## src/rtl/muldiv_defs.sv

```systemverilog
// Shared encodings for the HI/LO multiply/divide sequencer and a ceiling-log2 helper.
package muldiv_defs;

    localparam logic [2:0] MD_MULT  = 3'b000;
    localparam logic [2:0] MD_MULTU = 3'b001;
    localparam logic [2:0] MD_DIV   = 3'b010;
    localparam logic [2:0] MD_DIVU  = 3'b011;
    localparam logic [2:0] MD_MTHI  = 3'b100;
    localparam logic [2:0] MD_MTLO  = 3'b101;

    localparam logic [1:0] S_IDLE = 2'd0;
    localparam logic [1:0] S_PREP = 2'd1;
    localparam logic [1:0] S_RUN  = 2'd2;
    localparam logic [1:0] S_FIX  = 2'd3;

    function automatic int log2(input int value);
        int r;
        r = 0;
        while ((1 << r) < value) r++;
        return r;
    endfunction

endpackage

```

## src/rtl/muldiv_step.sv

```systemverilog
// One radix-2 iteration: shift-add multiply or restoring divide on the 2W working register.
module muldiv_step
    import muldiv_defs::*;
#(
    parameter int W = 32
) (
    input  logic [2*W-1:0] i_work,
    input  logic [W-1:0]   i_operand,
    input  logic           i_is_div,
    output logic [2*W-1:0] o_work
);

    logic [W:0] upper_sum;
    logic [W:0] rem_shift;
    logic [W:0] trial;

    always_comb begin
        upper_sum = {1'b0, i_work[2*W-1:W]};
        rem_shift = i_work[2*W-1:W-1];
        trial     = rem_shift - {1'b0, i_operand};
        o_work    = i_work;
        if (i_is_div) begin
            // A clear borrow bit means the trial subtraction did not go negative.
            if (!trial[W]) begin
                o_work = {trial[W-1:0], i_work[W-2:0], 1'b1};
            end else begin
                o_work = {rem_shift[W-1:0], i_work[W-2:0], 1'b0};
            end
        end else begin
            if (i_work[0]) begin
                upper_sum = {1'b0, i_work[2*W-1:W]} + {1'b0, i_operand};
            end
            o_work = {upper_sum, i_work[W-1:1]};
        end
    end

endmodule

```

## src/rtl/muldiv_seq.sv

```systemverilog
// Iterative MULT/MULTU/DIV/DIVU sequencer owning HI/LO; MTHI/MTLO write directly.
// Define MULDIV_EARLY_OUT_EN to let multiplies exit RUN once no multiplier bits remain.
module muldiv_seq
    import muldiv_defs::*;
#(
    parameter int DATA_WIDTH = 32
) (
    input  logic                  i_clk,
    input  logic                  i_rst_n,
    input  logic                  i_start,
    input  logic [2:0]            i_op,
    input  logic [DATA_WIDTH-1:0] i_data_a,
    input  logic [DATA_WIDTH-1:0] i_data_b,
    input  logic                  i_flush,
    output logic                  o_busy,
    output logic                  o_done,
    output logic                  o_div_zero,
    output logic [DATA_WIDTH-1:0] o_hi,
    output logic [DATA_WIDTH-1:0] o_lo
);

    localparam int W  = DATA_WIDTH;
    localparam int CW = log2(DATA_WIDTH);

    logic [1:0]     state_q, state_d;
    logic [2:0]     op_q, op_d;
    logic [W-1:0]   a_q, a_d, b_q, b_d, opnd_q, opnd_d, hi_q, hi_d, lo_q, lo_d;
    logic [2*W-1:0] work_q, work_d, step_work;
    logic [CW-1:0]  cnt_q, cnt_d;
    logic           neg_q, neg_d, rneg_q, rneg_d, dz_q, dz_d;
    logic           done_q, done_d, div_zero_q, div_zero_d;

    logic           op_is_div, op_signed, a_neg, b_neg, early_exit;
    logic [W-1:0]   mag_a, mag_b, quo, rem;
    logic [2*W-1:0] prod;

    assign op_is_div = (op_q == MD_DIV) || (op_q == MD_DIVU);
    assign op_signed = (op_q == MD_MULT) || (op_q == MD_DIV);
    assign a_neg     = op_signed & a_q[W-1];
    assign b_neg     = op_signed & b_q[W-1];
    assign mag_a     = a_neg ? -a_q : a_q;
    assign mag_b     = b_neg ? -b_q : b_q;

`ifdef MULDIV_EARLY_OUT_EN
    logic [W-1:0] mplier_q, mplier_d, mplier_rest;

    assign mplier_rest = mplier_q >> cnt_q;
    assign early_exit  = !op_is_div && (mplier_rest[W-1:1] == '0);
`else
    assign early_exit  = 1'b0;
`endif

    muldiv_step #(.W(W)) u_step (
        .i_work    (work_q),
        .i_operand (opnd_q),
        .i_is_div  (op_is_div),
        .o_work    (step_work)
    );

    always_comb begin
        state_d    = state_q;
        op_d       = op_q;
        a_d        = a_q;
        b_d        = b_q;
        opnd_d     = opnd_q;
        work_d     = work_q;
        cnt_d      = cnt_q;
        neg_d      = neg_q;
        rneg_d     = rneg_q;
        dz_d       = dz_q;
        hi_d       = hi_q;
        lo_d       = lo_q;
        done_d     = 1'b0;
        div_zero_d = div_zero_q;
        quo        = '0;
        rem        = '0;
        prod       = '0;
`ifdef MULDIV_EARLY_OUT_EN
        mplier_d   = mplier_q;
`endif
        case (state_q)
            S_IDLE: begin
                if (i_start) begin
                    case (i_op)
                        MD_MULT, MD_MULTU, MD_DIV, MD_DIVU: begin
                            op_d    = i_op;
                            a_d     = i_data_a;
                            b_d     = i_data_b;
                            state_d = S_PREP;
                        end
                        MD_MTHI: hi_d = i_data_a;
                        MD_MTLO: lo_d = i_data_a;
                        default: ;
                    endcase
                end
            end
            S_PREP: begin
                opnd_d  = op_is_div ? mag_b : mag_a;
                work_d  = {{W{1'b0}}, (op_is_div ? mag_a : mag_b)};
                neg_d   = a_neg ^ b_neg;
                rneg_d  = a_neg;
                dz_d    = (b_q == '0);
                cnt_d   = '0;
`ifdef MULDIV_EARLY_OUT_EN
                mplier_d = mag_b;
`endif
                state_d = S_RUN;
            end
            S_RUN: begin
                work_d = step_work;
                // On an early exit the counter is held so FIX knows how many shifts remain.
                if ((cnt_q == CW'(W - 1)) || early_exit) begin
                    state_d = S_FIX;
                end else begin
                    cnt_d = cnt_q + CW'(1);
                end
            end
            S_FIX: begin
                if (op_is_div) begin
                    quo = neg_q  ? -work_q[W-1:0]   : work_q[W-1:0];
                    rem = rneg_q ? -work_q[2*W-1:W] : work_q[2*W-1:W];
                    hi_d = dz_q ? a_q : rem;
                    lo_d = dz_q ? '1  : quo;
                end else begin
`ifdef MULDIV_EARLY_OUT_EN
                    prod = work_q >> (CW'(W - 1) - cnt_q);
`else
                    prod = work_q;
`endif
                    if (neg_q) begin
                        prod = -prod;
                    end
                    hi_d = prod[2*W-1:W];
                    lo_d = prod[W-1:0];
                end
                done_d     = 1'b1;
                div_zero_d = op_is_div & dz_q;
                state_d    = S_IDLE;
            end
            default: state_d = S_IDLE;
        endcase

        // A flush cancels whatever this cycle would have done, including a FIX write or an MTHI/MTLO.
        if (i_flush) begin
            state_d    = S_IDLE;
            hi_d       = hi_q;
            lo_d       = lo_q;
            done_d     = 1'b0;
            div_zero_d = div_zero_q;
        end
    end

    always_ff @(posedge i_clk or negedge i_rst_n) begin
        if (!i_rst_n) begin
            state_q    <= S_IDLE;
            op_q       <= '0;
            a_q        <= '0;
            b_q        <= '0;
            opnd_q     <= '0;
            work_q     <= '0;
            cnt_q      <= '0;
            neg_q      <= 1'b0;
            rneg_q     <= 1'b0;
            dz_q       <= 1'b0;
            hi_q       <= '0;
            lo_q       <= '0;
            done_q     <= 1'b0;
            div_zero_q <= 1'b0;
`ifdef MULDIV_EARLY_OUT_EN
            mplier_q   <= '0;
`endif
        end else begin
            state_q    <= state_d;
            op_q       <= op_d;
            a_q        <= a_d;
            b_q        <= b_d;
            opnd_q     <= opnd_d;
            work_q     <= work_d;
            cnt_q      <= cnt_d;
            neg_q      <= neg_d;
            rneg_q     <= rneg_d;
            dz_q       <= dz_d;
            hi_q       <= hi_d;
            lo_q       <= lo_d;
            done_q     <= done_d;
            div_zero_q <= div_zero_d;
`ifdef MULDIV_EARLY_OUT_EN
            mplier_q   <= mplier_d;
`endif
        end
    end

    assign o_busy     = (state_q != S_IDLE);
    assign o_done     = done_q;
    assign o_div_zero = div_zero_q;
    assign o_hi       = hi_q;
    assign o_lo       = lo_q;

endmodule

```

## config.mk

```make
export PLATFORM = sky130hd
export DESIGN_NAME = muldiv_seq
export DESIGN_NICKNAME = d
export VERILOG_FILES = /design/src/rtl/muldiv_defs.sv /design/src/rtl/muldiv_step.sv /design/src/rtl/muldiv_seq.sv
export SDC_FILE = /design/constraint.sdc
export NUM_CORES = 1
export LEC_CHECK = 0
export ABC_AREA = 0
export CORE_ASPECT_RATIO = 1.2
export CORE_UTILIZATION = 45
export DETAILED_ROUTE_END_ITERATION = 7
export SLEW_MARGIN = 10
export SYNTH_ARGS = -nofsm -noshare
export SYNTH_HDL_FRONTEND = slang
export SYNTH_SLANG_ARGS = --single-unit
```

## constraint.sdc

```tcl
create_clock -name i_clk -period 4.87 [get_ports i_clk]
set_input_delay 0.487 -clock i_clk [delete_from_list [all_inputs] [get_ports i_clk]]
set_output_delay 0.487 -clock i_clk [all_outputs]
set_load 0.01 [all_outputs]
```

==> metrics.md <==
| Metric | Value |
|---|---|
| Status | finished, violations left |
| Failing checks | hold timing |
| Sw Ratio | 0.513 |
| Unrepaired setup endpoints after global routing | no |
| Full die area | 42,200 um2 |
| F_max | 251 MHz |
| Yosys top cell area share | 0.321 |
| Final WS setup | 0.892 ns |
| Worst-path fanout max | 9 |
| Fin Setup TNS | 0 ns |
| Critical path buffers and inverters | 2 |
| Ports | 138 |
| Clock Power Share | 0.138 |
| Post-Synth XOR/XNOR Area | 0.0785 |
| Syn Area/Cell | 8.21 um2 |
| Post-synth EDFFs | 0 |
| Final Net Count | 2,466 |
| Area leader, netlist | dfrtp_1 |
| Drt total wl | 72,200 um |
| Cell count along the critical path | 14 |
| Pin count of the biggest net entering global routing | 116 |
| Sequential fraction of the synthesis area | 0.321 |
| Syn-to-layout area delta | 14.9% |
| Tmin final | 3.98 ns |
| Worst-Skew Late Latency | 0.58 ns |
| First-pass GRT wire length | 111,000 um |
| CTS Hold Bufs | 0 |
| Area of the core | 40,700 um2 |
| Crit. End Element | flip-flop |
| Maxcap violations | 0 |
| Fin Hold WS | -0.0200 ns |
| Static Leak | 9.05 nW |
| Max-slew headroom | 0.319 |
| Register share of total power | 0.247 |
| CTS sink count | 239 |
| Synth async-reset ratio | 1.00 |
| Main combinational cell family by area after synthesis | compound AO/OA/AOI/OAI gates |
| Count of pins over their slew limit | 0 |
| Final hold vios | 4 |
| Synth area leaders | dfrtp_1, nand2_1, xnor2_1, o21ai_0, ha_1 |
| GRT overflow | 0 |
| Post-Syn Nets | 2,414 |
| Layout cells sized above 1 | 0.0941 |
| Data arrival, critical path | 4.42 ns |
| Reg2reg path depth | 14 |
| Global placer's final weighted congestion | 0.979 |
| Rows | 81 |
| Yosys warning count | 0 |
| Htree depth | 1 |
| TritonCTS clock tree | built |
| CTS Buf Count | 28 |
| Initial antenna violation count | 1 |
| PD cells | 777 nW/um2 |
| Kind of critical path | flip-flop to flip-flop |
| List of most frequent post-synthesis cells | nand2_1, dfrtp_1, nor2_1 |
| Flop2flop setup slack | 0.89 ns |
| Core Util, Final | 0.525 |
| Post-CTS Resized | 0 |
| Yosys cell types | 94 |
| Clock-pin transition on the worst setup and hold timing paths | 0.06 ns |
| Reg2reg start | work_q[31] |
| Yosys reg bits | 239 |
| Clock Skew | 0.0124 ns |
| Vias in the first global route | 17,900 |
| Most common cell in the netlist | nand2_1 |
| Post-synthesis cell area | 18,600 um2 |
| ANT nets after route | 0 |
| Internal | 8.08 mW |
| Cell count after synthesis | 2,266 |
| Final setup fails | 0 |
| Crit-path max cell delay | 0.47 ns |
| Critical Path Most Common Cell | o31ai_4 |
| Diode count | 0 |
| Main synth FF type | dfrtp_1 |
| Starting DRT DRC Count | 1,582 |
| Detailed-route DRC error count | 0 |
| Power, Total | 16.6 mW |
| Die H | 225 um |
| Root Driver | clkbuf_16 |
| Dpl cells | 2,827 |
| Mux contribution to synthesized area | 0.0726 |
| Drt wl/cell | 25.1 um |
| Post-route insts no fill | 2,878 |
| Die X | 188 um |
| Combinational share of power | 0.616 |
| Worst R2R End | work_q[56] |
| Critical path, cell by cell | inv_1, ha_1, fa_1, and2b_1, nor3_1, o21a_1, o31ai_4, a31oi_4, o31ai_4, xor2_2, buf_4, nor2_1, a211oi_1, o41ai_2 |
| Slew at the pin closest to its max-slew limit | 1.02 ns |
| Final Cell Area | 21,400 um2 |
| Initial Utilization | 0.457 |
| CP startpoint kind | flip-flop |
| Worst-case clock buffer depth | 3 |
| Placed Area | 20,400 um2 |
| Via Count | 18,000 |
| Hold Path Class | input port to asynchronous set/reset pin |
| Total GRT Usage | 0.344 |
| Drt pass-1 iters | 6 |
| Family with the most delay on the worst path | compound AO/OA/AOI/OAI gates |
| Post-DP HPWL | 54,700 um |
| Post-CTS Setup Repair Bufs | 0 |
| Pre-CTS WS | 0.886 ns |
| WP data required | 5.32 ns |
| Sw power | 8.52 mW |
| Compound-cell area share of the yosys netlist | 0.259 |
| Max rail drop VDD | 0.623 mV |
| Synth Area in Simple Gates | 0.167 |
| Synth Area in Adders | 0.0526 |
| Slowest cell on crit path | dfrtp_1 |
| Period utilisation layout | 0.817 |
| DR vias/cell | 6.26 |
| I/O Buffers | 137 |
==> state kept, by name, summed over array words and instances, names as in the netlist <==
register    flops
a_q            32
b_q            32
cnt_q           5
dz_q            1
neg_q           1
o_div_zero      1
o_done          1
o_hi           32
o_lo           32
op_q            3
opnd_q         32
rneg_q          1
state_q         2
work_q         64
==> placed cells by master (no fill, tap or decap), types with 52 or more instances in the layout <==
cell             instances
nand2_1                294
dfrtp_1                239
nor2_1                 195
o21ai_0                192
a21oi_1                185
clkdlybuf4s50_1        136
xnor2_1                110
mux2_2                  77
inv_1                   73
ha_1                    71
xor2_1                  53
o211ai_1                52
==> cell type report <==
| class | count | area, um2 |
|---|---|---|
| flip-flops and latches | 239 | 5980 |
| clock buffers | 36 | 792 |
| well taps | 539 | 674 |
| inverters | 76 | 285 |
| clock inverters | 15 | 190 |
| fillers | 3921 | 19400 |
| multi-input cells | 1794 | 11800 |
| repair buffers | 179 | 1690 |
==> power by group through the flow <==
stage	combinational (mW)	clock, mW	sequential (mW)
2_1_floorplan	6.87	0	3.68
3_3_place_gp	9.94	0	4.07
3_5_place_dp	9.97	0	4.10
4_1_cts	10.0	2.32	4.07
5_1_grt	11.1	2.39	4.20
6_report	10.2	2.29	4.09
==> cells by family after synthesis <==
group                      count (synthesis)
AOI/OAI and AO/OA                        749
xor gates and xnor gates                 165
adders and majority gates                 77
buffers and inverters                    233
DFF                                      239
muxes                                    119
and+or+nand+nor                          684
==> worst register-to-register path, cell delays in order, from the launching register on <==
cell and delay, ns:
dfrtp_1 0.47, inv_1 0.12, ha_1 0.23, fa_1 0.41, and2b_1 0.23, nor3_1 0.05, o21a_1 0.25, o31ai_4 0.31
a31oi_4 0.18, o31ai_4 0.43, xor2_2 0.46, buf_4 0.27, nor2_1 0.06, a211oi_1 0.27, o41ai_2 0.12
==> how the worst max path moves through the flow <==
| stage | startpoint | to | slack, ns |
|---|---|---|---|
| 2_1_floorplan | work_q[31] | work_q[49] | 1.38 |
| 3_3_place_gp | work_q[31] | work_q[56] | 0.95 |
| 3_5_place_dp | work_q[31] | work_q[56] | 0.89 |
| 4_1_cts | work_q[31] | work_q[56] | 0.87 |
| 5_1_grt | work_q[31] | work_q[56] | 0.65 |
| 6_report | work_q[31] | work_q[56] | 0.89 |
==> routing by layer <==
metal,track usage,vias to the layer above,share of wire,routed length [um]
met5,0,-,0.00018,13
met4,0.201,2,0.065,4720
met3,0.0487,194,0.065,4720
met1,0.427,8837,0.40,28900
met2,0.569,706,0.47,33900
li1,-,8279,-,-
No activity file was read; power rests on OpenSTA's default activity.
==> edit 1, RTL diff (config.mk and constraints unchanged) <==
Change the parameter `DATA_WIDTH` from 32 to 40.
--- a/src/rtl/muldiv_seq.sv
+++ b/src/rtl/muldiv_seq.sv
@@ -4,5 +4,5 @@
     import muldiv_defs::*;
 #(
-    parameter int DATA_WIDTH = 32
+    parameter int DATA_WIDTH = 40
 ) (
     input  logic                  i_clk,
Ports: changed (resized i_data_a, i_data_b, o_hi and o_lo); port bits go from 138 to 170. The function was not compared with the original's and may differ.
==> edit 1 against the original RTL <==
The flow still finishes with violations (negative hold slack). Total power grew 40%. Maximum frequency fell by 2.8%. Routed wire length is 42% higher. Sequential cell count increased by 57. Synthesized area rose by 26%. Design area rose by 27%. Sequential share of layout area fell by 0.71 points. Setup slack worse by 0.11 ns.
==> edit 1: results (changes against the original RTL) <==
status complete, but fails checks (unchanged); failing checks negative hold slack (unchanged); RD Place Congestion 1.05 (was 0.979); via count 23938 (was 18018); distinct cell type count of the synthesized netlist 87 (was 94); final net count 3163 (was 2466); largest cells by area after synthesis dfrtp_1 32%, o21ai_0 5.9%, nand2_1 5.7%, xnor2_1 5.3%, a21oi_1 5.0% (was dfrtp_1 32%, nand2_1 5.9%, xnor2_1 5.2%, o21ai_0 5.2%, ha_1 5.0%); LEAKAGE 0.0114 uW (was 0.00905 uW); I/O Buffers 169 (was 137); ys flop type dfrtp_1 (unchanged); Hold WS -0.0107 ns (was -0.0200 ns); drt first pass iters 6 (unchanged); Post-DP Area 0.0259 mm2 (was 0.0204 mm2); Max clock buf depth 3 (unchanged); share of layout cells above drive strength 1 9.10% (was 9.41%); first-pass GRT wire length 150000 um (was 111000 um); pre-CTS setup slack 0.840 ns (was 0.886 ns); largest register by flop count work_q (unchanged); top cells by count, synth 359 x nand2_1, 296 x dfrtp_1, 279 x o21ai_0, 237 x a21oi_1, 217 x nor2_1 (was 294 x nand2_1, 239 x dfrtp_1, 195 x nor2_1, 192 x o21ai_0, 185 x a21oi_1); Gates resized, CTS repair 0 (unchanged); CTS Buf Count 37 (was 28); fraction of registers with async set/reset 100% (unchanged); syn_nets 3098 (was 2414); maximum vdd drop 0.341 mV (was 0.623 mV); DRT iter0 DRCs 2882 (was 1582); YS warnings 0 (unchanged); worst min path class in -> async (unchanged); max reg flops 80 (was 64); latest clock arrival within the worst-skew pair 0.57 ns; relative slew slack 22.1% (was 31.9%); Worst EP arrival 4.52 ns (was 4.42 ns); largest net degree at the start of global routing 111 (was 116); number of global-route vias before repair 22628 (was 17891); Root Buffer clkbuf_16 (unchanged); WL/cell 27.6 um (was 25.1 um); Final HPWL DP 77100 um (was 54700 um); crit path max fanout 27 (was 9); initial antenna violation count 3 (was 1); CTS H-Tree Depth 2 (was 1); Worst-path clk slew 0.06 ns (about the same); Clock Skew 0.0171 ns (was 0.0124 ns); postcts setup bufs 0 (unchanged); register area share after synthesis 31.5% (was 32.1%); Hold Vio Cnt, Final 2 (was 4); total track usage 38.1% (was 34.4%); Antenna diodes 0 (unchanged)
-- edit 1: cell count changes after synthesis, sizes merged, moves of 16 or more --
| cell | delta |
|---|---|
| clkbuf | +66 |
| a21oi | +52 |
| dfrtp | +57 |
| nor4 | +19 |
| nor3 | +27 |
| o41ai | +18 |
| xnor2 | +31 |
| nand2 | +65 |
| a211oi | +16 |
| o21ai | +77 |
| nor2 | +22 |
| inv | +34 |
-- edit 1: worst paths after layout --
| check | from | to | slack [ns] | depth (start not counted) |
|---|---|---|---|---|
| worst max register to register | work_q[39] | work_q[40] | 0.78 | 14 |
| min in group i_clk | o_lo[35] | o_lo[35] | 0.47 | 2 |
| worst max-delay path | work_q[39] | work_q[40] | 0.78 | 14 |
| max in group asynchronous | i_rst_n | b_q[36] | 3.75 | 2 |
| worst min-delay path | i_rst_n | o_hi[2] | -0.01 | 1 |
| worst min register to register | o_lo[35] | o_lo[35] | 0.47 | 2 |
-- edit 1: metrics by stage --
step | instances | total power, uW
6_report | 3707 | 23300
5_1_grt | 3707 | 24600
4_1_cts | 3707 | 22800
3_5_place_dp | 3642 | 19800
3_3_place_gp | 3642 | 19700
2_1_floorplan | 2919 | 14300
-- edit 1: cells by family (layout without fill, tap and decap cells) --
logic type	Yosys count	in the layout	share of synthesized area, %
and+or+nand+nor	880	880	17.4
adders and majority gates	92	92	4.96
xor gates and xnor gates	196	196	7.30
DFF	296	296	31.5
buffers and inverters	324	415	5.19
muxes	135	135	6.77
AOI/OAI and AO/OA	996	996	26.9
-- edit 1: final cells by class --
class	instances	area (um2)
multi-input combinational	2299	14900
fill	4994	24300
clock inverter	16	214
clock buffer	49	1050
tap	697	872
sequential	296	7410
inverter	109	409
timing repair buffer	241	2290
-- edit 1: layer usage --
layer	vias to the layer above	global-route usage, %	wire, um
met5	-	0	9
met4	2	21.5	6450
met3	245	6.01	8380
met2	1236	57.8	44700
met1	11644	51.6	42800
li1	10811	-	-
-- edit 1: worst max-delay path, stage by stage, from the launching register on --
cell	delay [ns]
dfrtp_1	0.38
inv_1	0.19
ha_1	0.21
inv_1	0.06
fa_1	0.39
a21o_1	0.20
a311o_1	0.40
a32oi_1	0.33
a21oi_1	0.16
nor3b_2	0.45
or2_1	0.43
buf_12	0.25
nor2_1	0.06
o311ai_0	0.31
o21ai_0	0.14
-- edit 1: report_power, final --
group	leakage, uW	total, uW	internal [uW]	switching (uW)
Combinational	0.00718	15000	5500	9480
Sequential	0.00365	5310	3570	1740
Clock	0.000625	2970	1780	1180
==> edit 2, RTL diff (config.mk and constraints unchanged) <==
Without the edit above. The output `o_done` loses its register stage (`done_q` becomes a continuous assignment).
--- a/src/rtl/muldiv_seq.sv
+++ b/src/rtl/muldiv_seq.sv
@@ -165,5 +165,4 @@
             hi_q       <= '0;
             lo_q       <= '0;
-            done_q     <= 1'b0;
             div_zero_q <= 1'b0;
 `ifdef MULDIV_EARLY_OUT_EN
@@ -183,5 +182,4 @@
             hi_q       <= hi_d;
             lo_q       <= lo_d;
-            done_q     <= done_d;
             div_zero_q <= div_zero_d;
 `ifdef MULDIV_EARLY_OUT_EN
@@ -190,4 +188,6 @@
         end
     end
+
+    assign done_q = done_d;
 
     assign o_busy     = (state_q != S_IDLE);
Check against the original RTL: no difference found for any inputs over 4 cycles, from zero or initial values and one cycle with i_rst_n low; that may be too few to reach the edited logic, so the function may still have changed.
==> edit 2 against the original RTL <==
The run still ends with negative hold slack left. Total power is 0.19% lower. Critical path depth is 4 lower. Design area hardly changed. Sequential share of layout area is 0.13 points lower. Sequential cell count is 1 lower. Setup slack worse by 0.28 ns. Routed wire length is 0.23% higher. Die area is 0.13% lower. Synthesized area is 0.13% lower. Highest routed layer is now met4.
==> edit 2: results (changes against the original RTL) <==
Largest stage delay, worst path 0.74 ns (was 0.47 ns); share of layout cells above drive strength 1 9.58% (was 9.41%); top cells by count, synth 294 x nand2_1, 238 x dfrtp_1, 195 x nor2_1, 192 x o21ai_0, 185 x a21oi_1 (was 294 x nand2_1, 239 x dfrtp_1, 195 x nor2_1, 192 x o21ai_0, 185 x a21oi_1); syn_nets 2413 (was 2414); Worst EP arrival 4.69 ns (was 4.42 ns); met2 wire length 33000 um (was 33900 um); signal buffers share of area 8.04% (was 7.92%); Plain + repair buffers 181 (was 179); WL/cell 25.1 um (about the same); routed length on met3 4870 um (was 4720 um); Hold Vio Cnt, Final 17 (was 4); crit path max fanout 8 (was 9); largest cells by area after synthesis dfrtp_1 32%, nand2_1 5.9%, xnor2_1 5.2%, o21ai_0 5.2%, ha_1 5.1% (was dfrtp_1 32%, nand2_1 5.9%, xnor2_1 5.2%, o21ai_0 5.2%, ha_1 5.0%); Hold WS -0.0276 ns (was -0.0200 ns); largest net degree at the start of global routing 105 (was 116); M1 WL 29700 um (was 28900 um); Clock-cell share 4.63% (was 4.60%); Final HPWL DP 53700 um (was 54700 um); register area share after synthesis 32.1% (about the same); failing checks negative hold slack (unchanged); vias per inst 6.31 (was 6.26); status complete, but fails checks (unchanged); post-synthesis register bit count 238 (was 239); total track usage 34.2% (was 34.4%); number of global-route vias before repair 17725 (was 17891); pre-CTS setup slack 0.745 ns (was 0.886 ns); final net count 2468 (was 2466)
-- edit 2: cell types whose count changed after synthesis, sizes merged --
cell / unedited run / this run
dfrtp: 239 / 238
-- edit 2: final timing paths --
| kind | from | end | slack (ns) | cells past startpoint |
|---|---|---|---|---|
| worst max register to register | work_q[32] | o_hi[28] | 0.61 | 10 |
| worst min register to register | o_lo[25] | o_lo[25] | 0.48 | 2 |
| worst max-delay path | work_q[32] | o_hi[28] | 0.61 | 10 |
| max in group asynchronous | i_rst_n | b_q[17] | 3.76 | 2 |
| worst min-delay path | i_rst_n | cnt_q[3] | -0.03 | 1 |
| min in group i_clk | o_lo[25] | o_lo[25] | 0.48 | 2 |
-- edit 2: kinds of logic (layout without fill, tap and decap cells) --
family	after synthesis	after routing	synth area share, %
fa+ha+maj	77	77	5.27
simple gates	684	684	16.8
mux	119	119	7.27
flops	238	238	32.1
compound gates	749	749	25.9
other cells	0	1	0
buf+inv	233	307	4.90
xor+xnor	165	165	7.86
-- edit 2: routing by layer --
| layer | GRT usage, % | vias to the layer above |
|---|---|---|
| li1 | - | 8284 |
| met1 | 43.5 | 8900 |
| met2 | 55.3 | 779 |
| met3 | 4.46 | 195 |
| met4 | 20.9 | 0 |
| met5 | 0 | - |
-- edit 2: report_power, final --
part	switching [uW]	internal (uW)
clock	931	1370
combinational	6350	3850
sequential	1210	2860
-- edit 2: worst register-to-register path: cells and delay by family, from the launching register on --
family	cells	cell delay, ns
fa+ha+maj	1	0.30
buf+inv	1	0.19
flops	1	0.49
compound gates	4	1.13
simple gates	4	2.03
-- edit 2: stage by stage --
stage,std cells,instance area [um2]
3_5_place_dp,2828,20400
6_report,2879,21400
4_1_cts,2878,21400
2_1_floorplan,2265,18600
3_3_place_gp,2828,20400
5_1_grt,2878,21400
